===== src/rtl/word_align_fsm.sv =====
// Word-alignment controller for the LVDS 7:1 receive path (sclk domain).
// Compares clock-lane words to CLK_PATTERN, issues spaced slip pulses,
// declares/drops lock with hysteresis and flags failure when slips run out.
// Optional build macro: WORD_ALIGN_AUTO_RETRY_EN (FAIL retries after 256 cycles).
module word_align_fsm #(
    parameter int unsigned WORD_WIDTH   = 7,
    parameter logic [31:0] CLK_PATTERN  = 32'b1100011,
    parameter int unsigned SLIP_WAIT    = 8,
    parameter int unsigned LOCK_COUNT   = 4,
    parameter int unsigned UNLOCK_COUNT = 3,
    parameter int unsigned MAX_SLIPS    = 2 * WORD_WIDTH
) (
    input  logic                  clk,
    input  logic                  rst_n,
    input  logic                  align_enable,
    input  logic [WORD_WIDTH-1:0] clock_word,
    output logic                  slip,
    output logic                  clock_word_lock,
    output logic                  align_fail,
    output logic [7:0]            slip_count
);

    localparam int unsigned MC_W = 4;
    localparam int unsigned WC_W = 6;
    localparam int unsigned SC_W = 8;
    localparam logic [WORD_WIDTH-1:0] PATTERN = CLK_PATTERN[WORD_WIDTH-1:0];

    localparam logic [2:0] S_IDLE   = 3'd0;
    localparam logic [2:0] S_CHECK  = 3'd1;
    localparam logic [2:0] S_SLIP   = 3'd2;
    localparam logic [2:0] S_WAIT   = 3'd3;
    localparam logic [2:0] S_LOCKED = 3'd4;
    localparam logic [2:0] S_FAIL   = 3'd5;

    logic [2:0]      r_state,      w_state_nxt;
    logic [MC_W-1:0] r_match_cnt,  w_match_cnt_nxt;
    logic [MC_W-1:0] r_miss_cnt,   w_miss_cnt_nxt;
    logic [WC_W-1:0] r_wait_cnt,   w_wait_cnt_nxt;
    logic [SC_W-1:0] r_slip_count, w_slip_count_nxt;
    logic            r_slip,       w_slip_nxt;
    logic            r_lock,       w_lock_nxt;
    logic            r_fail,       w_fail_nxt;
    logic            w_match;
`ifdef WORD_ALIGN_AUTO_RETRY_EN
    logic [7:0]      r_fail_cnt,   w_fail_cnt_nxt;
`endif

    assign w_match         = (clock_word == PATTERN);
    assign slip            = r_slip;
    assign clock_word_lock = r_lock;
    assign align_fail      = r_fail;
    assign slip_count      = r_slip_count;

    // State, counters and registered outputs
    always_ff @(posedge clk or negedge rst_n) begin
        if (!rst_n) begin
            r_state      <= S_IDLE;
            r_match_cnt  <= '0;
            r_miss_cnt   <= '0;
            r_wait_cnt   <= '0;
            r_slip_count <= '0;
            r_slip       <= 1'b0;
            r_lock       <= 1'b0;
            r_fail       <= 1'b0;
`ifdef WORD_ALIGN_AUTO_RETRY_EN
            r_fail_cnt   <= '0;
`endif
        end else begin
            r_state      <= w_state_nxt;
            r_match_cnt  <= w_match_cnt_nxt;
            r_miss_cnt   <= w_miss_cnt_nxt;
            r_wait_cnt   <= w_wait_cnt_nxt;
            r_slip_count <= w_slip_count_nxt;
            r_slip       <= w_slip_nxt;
            r_lock       <= w_lock_nxt;
            r_fail       <= w_fail_nxt;
`ifdef WORD_ALIGN_AUTO_RETRY_EN
            r_fail_cnt   <= w_fail_cnt_nxt;
`endif
        end
    end

    // Next-state, next-counter and next-output decode
    always_comb begin
        w_state_nxt      = r_state;
        w_match_cnt_nxt  = r_match_cnt;
        w_miss_cnt_nxt   = r_miss_cnt;
        w_wait_cnt_nxt   = r_wait_cnt;
        w_slip_count_nxt = r_slip_count;
        w_slip_nxt       = 1'b0;
        w_lock_nxt       = r_lock;
        w_fail_nxt       = r_fail;
`ifdef WORD_ALIGN_AUTO_RETRY_EN
        w_fail_cnt_nxt   = r_fail_cnt;
`endif

        if (!align_enable) begin
            // Disable wins over everything: back to a clean idle
            w_state_nxt      = S_IDLE;
            w_match_cnt_nxt  = '0;
            w_miss_cnt_nxt   = '0;
            w_wait_cnt_nxt   = '0;
            w_slip_count_nxt = '0;
            w_lock_nxt       = 1'b0;
            w_fail_nxt       = 1'b0;
`ifdef WORD_ALIGN_AUTO_RETRY_EN
            w_fail_cnt_nxt   = '0;
`endif
        end else begin
            case (r_state)
                S_IDLE: begin
                    w_state_nxt      = S_CHECK;
                    w_match_cnt_nxt  = '0;
                    w_slip_count_nxt = '0;
                    w_lock_nxt       = 1'b0;
                    w_fail_nxt       = 1'b0;
                end
                S_CHECK: begin
                    if (w_match) begin
                        if (({1'b0, r_match_cnt} + 5'd1) == 5'(LOCK_COUNT)) begin
                            w_state_nxt    = S_LOCKED;
                            w_lock_nxt     = 1'b1;
                            w_fail_nxt     = 1'b0;
                            w_miss_cnt_nxt = '0;
                        end else begin
                            w_match_cnt_nxt = r_match_cnt + MC_W'(1);
                        end
                    end else if (r_slip_count == SC_W'(MAX_SLIPS)) begin
                        w_state_nxt = S_FAIL;
                        w_fail_nxt  = 1'b1;
                        w_lock_nxt  = 1'b0;
`ifdef WORD_ALIGN_AUTO_RETRY_EN
                        w_fail_cnt_nxt = '0;
`endif
                    end else begin
                        w_match_cnt_nxt = '0;
                        w_state_nxt     = S_SLIP;
                        w_slip_nxt      = 1'b1;
                    end
                end
                S_SLIP: begin
                    if (r_slip_count != 8'hFF) begin
                        w_slip_count_nxt = r_slip_count + SC_W'(1);
                    end
                    w_wait_cnt_nxt = '0;
                    w_state_nxt    = S_WAIT;
                end
                S_WAIT: begin
                    if (r_wait_cnt == WC_W'(SLIP_WAIT - 1)) begin
                        w_state_nxt     = S_CHECK;
                        w_match_cnt_nxt = '0;
                    end else begin
                        w_wait_cnt_nxt = r_wait_cnt + WC_W'(1);
                    end
                end
                S_LOCKED: begin
                    if (w_match) begin
                        w_miss_cnt_nxt = '0;
                    end else if (({1'b0, r_miss_cnt} + 5'd1) == 5'(UNLOCK_COUNT)) begin
                        w_state_nxt      = S_CHECK;
                        w_lock_nxt       = 1'b0;
                        w_slip_count_nxt = '0;
                        w_match_cnt_nxt  = '0;
                        w_miss_cnt_nxt   = '0;
                    end else begin
                        w_miss_cnt_nxt = r_miss_cnt + MC_W'(1);
                    end
                end
                S_FAIL: begin
`ifdef WORD_ALIGN_AUTO_RETRY_EN
                    // Retry after 256 cycles; align_fail stays set until the next lock
                    if (r_fail_cnt == 8'hFF) begin
                        w_state_nxt      = S_CHECK;
                        w_slip_count_nxt = '0;
                        w_match_cnt_nxt  = '0;
                        w_fail_cnt_nxt   = '0;
                    end else begin
                        w_fail_cnt_nxt = r_fail_cnt + 8'd1;
                    end
`else
                    w_state_nxt = S_FAIL;
`endif
                end
                default: begin
                    w_state_nxt = S_IDLE;
                end
            endcase
        end
    end

endmodule

===== config.mk =====
export PLATFORM = sky130hd
export DESIGN_NAME = word_align_fsm
export DESIGN_NICKNAME = d
export VERILOG_FILES = /design/src/rtl/word_align_fsm.sv
export SDC_FILE = /design/constraint.sdc
export NUM_CORES = 1
export LEC_CHECK = 0
export CORE_MARGIN = 1
export CORE_UTILIZATION = 23
export CTS_BUF_LIST = sky130_fd_sc_hd__clkbuf_4 sky130_fd_sc_hd__clkbuf_8 sky130_fd_sc_hd__clkbuf_16
export CTS_CLUSTER_SIZE = 28
export DETAILED_ROUTE_END_ITERATION = 10
export PLACE_DENSITY_LB_ADDON = 0.2
export SYNTH_ARGS = -nofsm -noshare
export SYNTH_HDL_FRONTEND = slang
export SYNTH_SLANG_ARGS = --single-unit

===== constraint.sdc =====
create_clock -name clk -period 1.7 [get_ports clk]
set_input_delay 0.17 -clock clk [delete_from_list [all_inputs] [get_ports clk]]
set_output_delay 0.17 -clock clk [all_outputs]
set_load 0.01 [all_outputs]

==> results of run 1 <==
==> cell usage after synthesis (2+ instances only) <==
library cell | n | share of area, %
a21oi_1 | 12 | 3.5
a22o_1 | 2 | 1.0
a31oi_1 | 7 | 2.5
a41oi_1 | 2 | 1.0
and2_1 | 2 | 0.72
and3_1 | 4 | 1.4
buf_2 | 4 | 1.2
dfrtp_1 | 28 | 41
ha_1 | 6 | 4.3
inv_1 | 8 | 1.7
nand2_1 | 13 | 2.8
nand2b_1 | 4 | 1.4
nand3_1 | 11 | 3.2
nand4_1 | 3 | 1.1
nor2_1 | 22 | 4.8
nor2b_1 | 2 | 0.72
o21a_1 | 3 | 1.3
o21ai_0 | 13 | 3.8
o21ai_1 | 2 | 0.58
or3_1 | 3 | 1.1
xor2_1 | 2 | 1.0
==> how the worst min path moves through the flow <==
stage,from,endpoint,slack (ps),depth (start not counted)
global route,rst_n,r_miss_cnt[2],310,2
floorplan,rst_n,align_fail,-130,0
global placement,r_wait_cnt[1],r_wait_cnt[1],530,1
finish,rst_n,r_miss_cnt[2],270,2
CTS,rst_n,r_miss_cnt[2],270,2
detailed placement,r_wait_cnt[1],r_wait_cnt[1],520,1
==> state kept, by name, summed over array words and instances, names as in the netlist <==
signal           flops
r_state              3
clock_word_lock      1
r_wait_cnt           6
r_match_cnt          4
slip_count           8
align_fail           1
r_miss_cnt           4
slip                 1
==> report_power, final <==
group	switching, mW	internal [mW]
clock network	0.225	0.208
logic	0.231	0.254
registers	0.0497	0.703
==> cell usage in the layout (no fill, tap or decap), drive strengths merged, types with 2 or more instances in the layout <==
cell type       n
and3            4
o21ai          15
or3             3
buf            34
a31oi           8
nand4bb         2
xor2            2
a21oi          13
nor4            2
nand2b          4
clkdlybuf4s50  20
o21a            3
nand4           4
ha              6
a41oi           2
nand2          13
nand3          11
dfrtp          28
clkbuf          4
nor2b           2
nor2           22
nor3            3
inv             8
and2            2
mux2            2
a22o            2
==> what timing repair did <==
| item | 4_1_cts | 5_1_grt |
|---|---|---|
| resized for setup | 2 | 21 |
| buffers inserted | 0 | 1 |
| pin swaps | 2 | 1 |
| endpoints found under the setup margin | 10 | 17 |
==> metal layers <==
| metal | vias to the layer above | track usage [%] |
|---|---|---|
| met2 | 20 | 17.8 |
| met4 | 0 | 2.64 |
| met1 | 702 | 16.5 |
| li1 | 778 | - |
| met5 | - | 0 |
| met3 | 4 | 2.80 |
==> critical path: cells and delay by family (launching register included) <==
family	cells	cell delay, ps
AOI/OAI and AO/OA	2	540
adders and majority gates	1	190
buffers and inverters	1	80
DFF	1	440
muxes	1	310
and+or+nand+nor	1	60
==> per-stage QoR <==
stage	hold slack [ps]	power, mW	setup TNS [ps]	worst slack, ps
6_report	267	1.67	-11.9	-11.9
5_1_grt	308	1.77	-240	-76.4
4_1_cts	273	1.69	-22.8	-22.8
3_5_place_dp	518	1.24	-2200	-210
3_3_place_gp	529	1.24	-2080	-198
2_1_floorplan	-126	1.00	-46.9	-46.9
==> cell type report <==
| class | count | area [um^2] |
|---|---|---|
| Inverter | 8 | 30.0 |
| Multi-Input combinational cell | 142 | 1090 |
| Clock buffer | 4 | 55.1 |
| Sequential cell | 28 | 706 |
| Timing Repair Buffer | 54 | 459 |
| Tap cell | 99 | 124 |
| Fill cell | 762 | 4790 |
==> cells by family (layout without fill, tap and decap cells) <==
group | count (synthesis) | after routing | synth area share [%]
muxes | 2 | 2 | 1.30
and+or+nand+nor | 77 | 77 | 27.2
AOI/OAI and AO/OA | 54 | 54 | 22.1
adders and majority gates | 6 | 6 | 4.35
DFF | 28 | 28 | 40.6
buffers and inverters | 12 | 66 | 2.90
xor gates and xnor gates | 3 | 3 | 1.52
==> results.toml, run 1 <==
[clock_tree]
numCtsBuffers = 3
cts.clk_slew.worst_paths_ps = 100
cts_max_level = 1
cts_root_buffer = "clkbuf_8"
ctsLongestPathBuffers = 2
cts_tree = "built"
cts_hold_buf = 0
cts_sinks = 28
clk_latency_ps = 280

[run_status]
status = "complete, but fails checks"
failed_checks = "negative setup slack"

[worst_setup_path]
r2r_setup_slack_ps = -10
critPathKind = "reg2reg"
slowest_delay_ps = 440
crit_required_ps = 1880
r2r-end = "slip_count[1]"
crit_chain = "inv_1, ha_2, nand2b_4, o31a_4, a21oi_4, mux2_4"
crit_path_start = "r_miss_cnt[0]"
cp.arrival_ps = 1890
cp-start-kind = "register"
crit_end = "slip_count[1]"
worstPathMaxFanout = 6
critPathCaptureType = "register"
cp_slowest_cell = "dfrtp_1"
r2r_start = "r_miss_cnt[0]"
r2r_cells = 6

[detailed_routing]
drc = 0
wl_met2_um = 1820
antenna_left = 0
routed_wl_um = 4180
met3_length_um = 167
drt-met1-wl_um = 2160
drt_pass1_iterations = 4
num_vias = 1504
wl_per_cell_um = 12.5
top_layer_used = "met4"
drt-initial-drc-count = 58
vias_per_cell = 4.49

[finish]
finalNonFillerCells = 335
diodes = 0
finish.instance_area_um2 = 2460
utilization_pct = 33.9
syn_to_final_growth_pct = 42.5
num-nets-final = 253
drive_gt1_share_pct = 33.1

[timing]
tightest_slew_ps = 392
fmax_ghz = 0.584
fin_worst_skew_ps = 6.11
relSlewSlack_pct = 73.8
setup_ws_ps = -11.9
rsz0062_at_grt = "true"
fin_crit_sh_pct = 101
maxSlewViolCount = 0
setup_viol = 1
final_hold_viol_count = 0
fin_crit_ps = 1710

[place]
post-place-cells = 330
hpwl_um = 3090
dpl_cell_area_um2 = 2310
port_buffers = 20
place.gp.congestion = 0.720

[logic_synthesis]
async_flop_share_pct = 100
ys_seq_area_share_pct = 40.6
syn_area_per_cell_um2 = 9.49
synth_edf_count = 0
ys.warnings.count = 0
synth_flop_cell = "dfrtp_1"
synth-seq-cells = 28
synth_nets = 198
syn_area_um2 = 1730
syn_inst = 182
synth.distinct_cells = 50

[die]
coreArea_um2 = 7250
die_height_um = 88.6
dieWidth_um = 88.6
initial_core_util_pct = 23.8
fp-row-count = 31
fp.dieArea_um2 = 7860
io_pins = 21

[min_path]
hold_path.class = "in2async"

[grt]
grt_max_degree = 29
grt_usage_pct = 11.6
grt_pass1_wl_um = 6970
grt_overflow = 0
antenna_found_initial = 0
grt_pass1_vias = 1437

[power]
p_per_area_nw_per_um2 = 679
vdd_ir_drop_max_v = 0.000394
p_leak_nw = 0.996

[job]
maxCapViolCount = 0
No activity file was read; power rests on OpenSTA's default activity.
==> run 2: changes to the inputs <==
Settings changed: CORE_MARGIN 1 to unset, CTS_CLUSTER_SIZE 28 to unset.
==> results of run 2 <==
No change in the layout: final DEF, timing and power equal those of run 1.
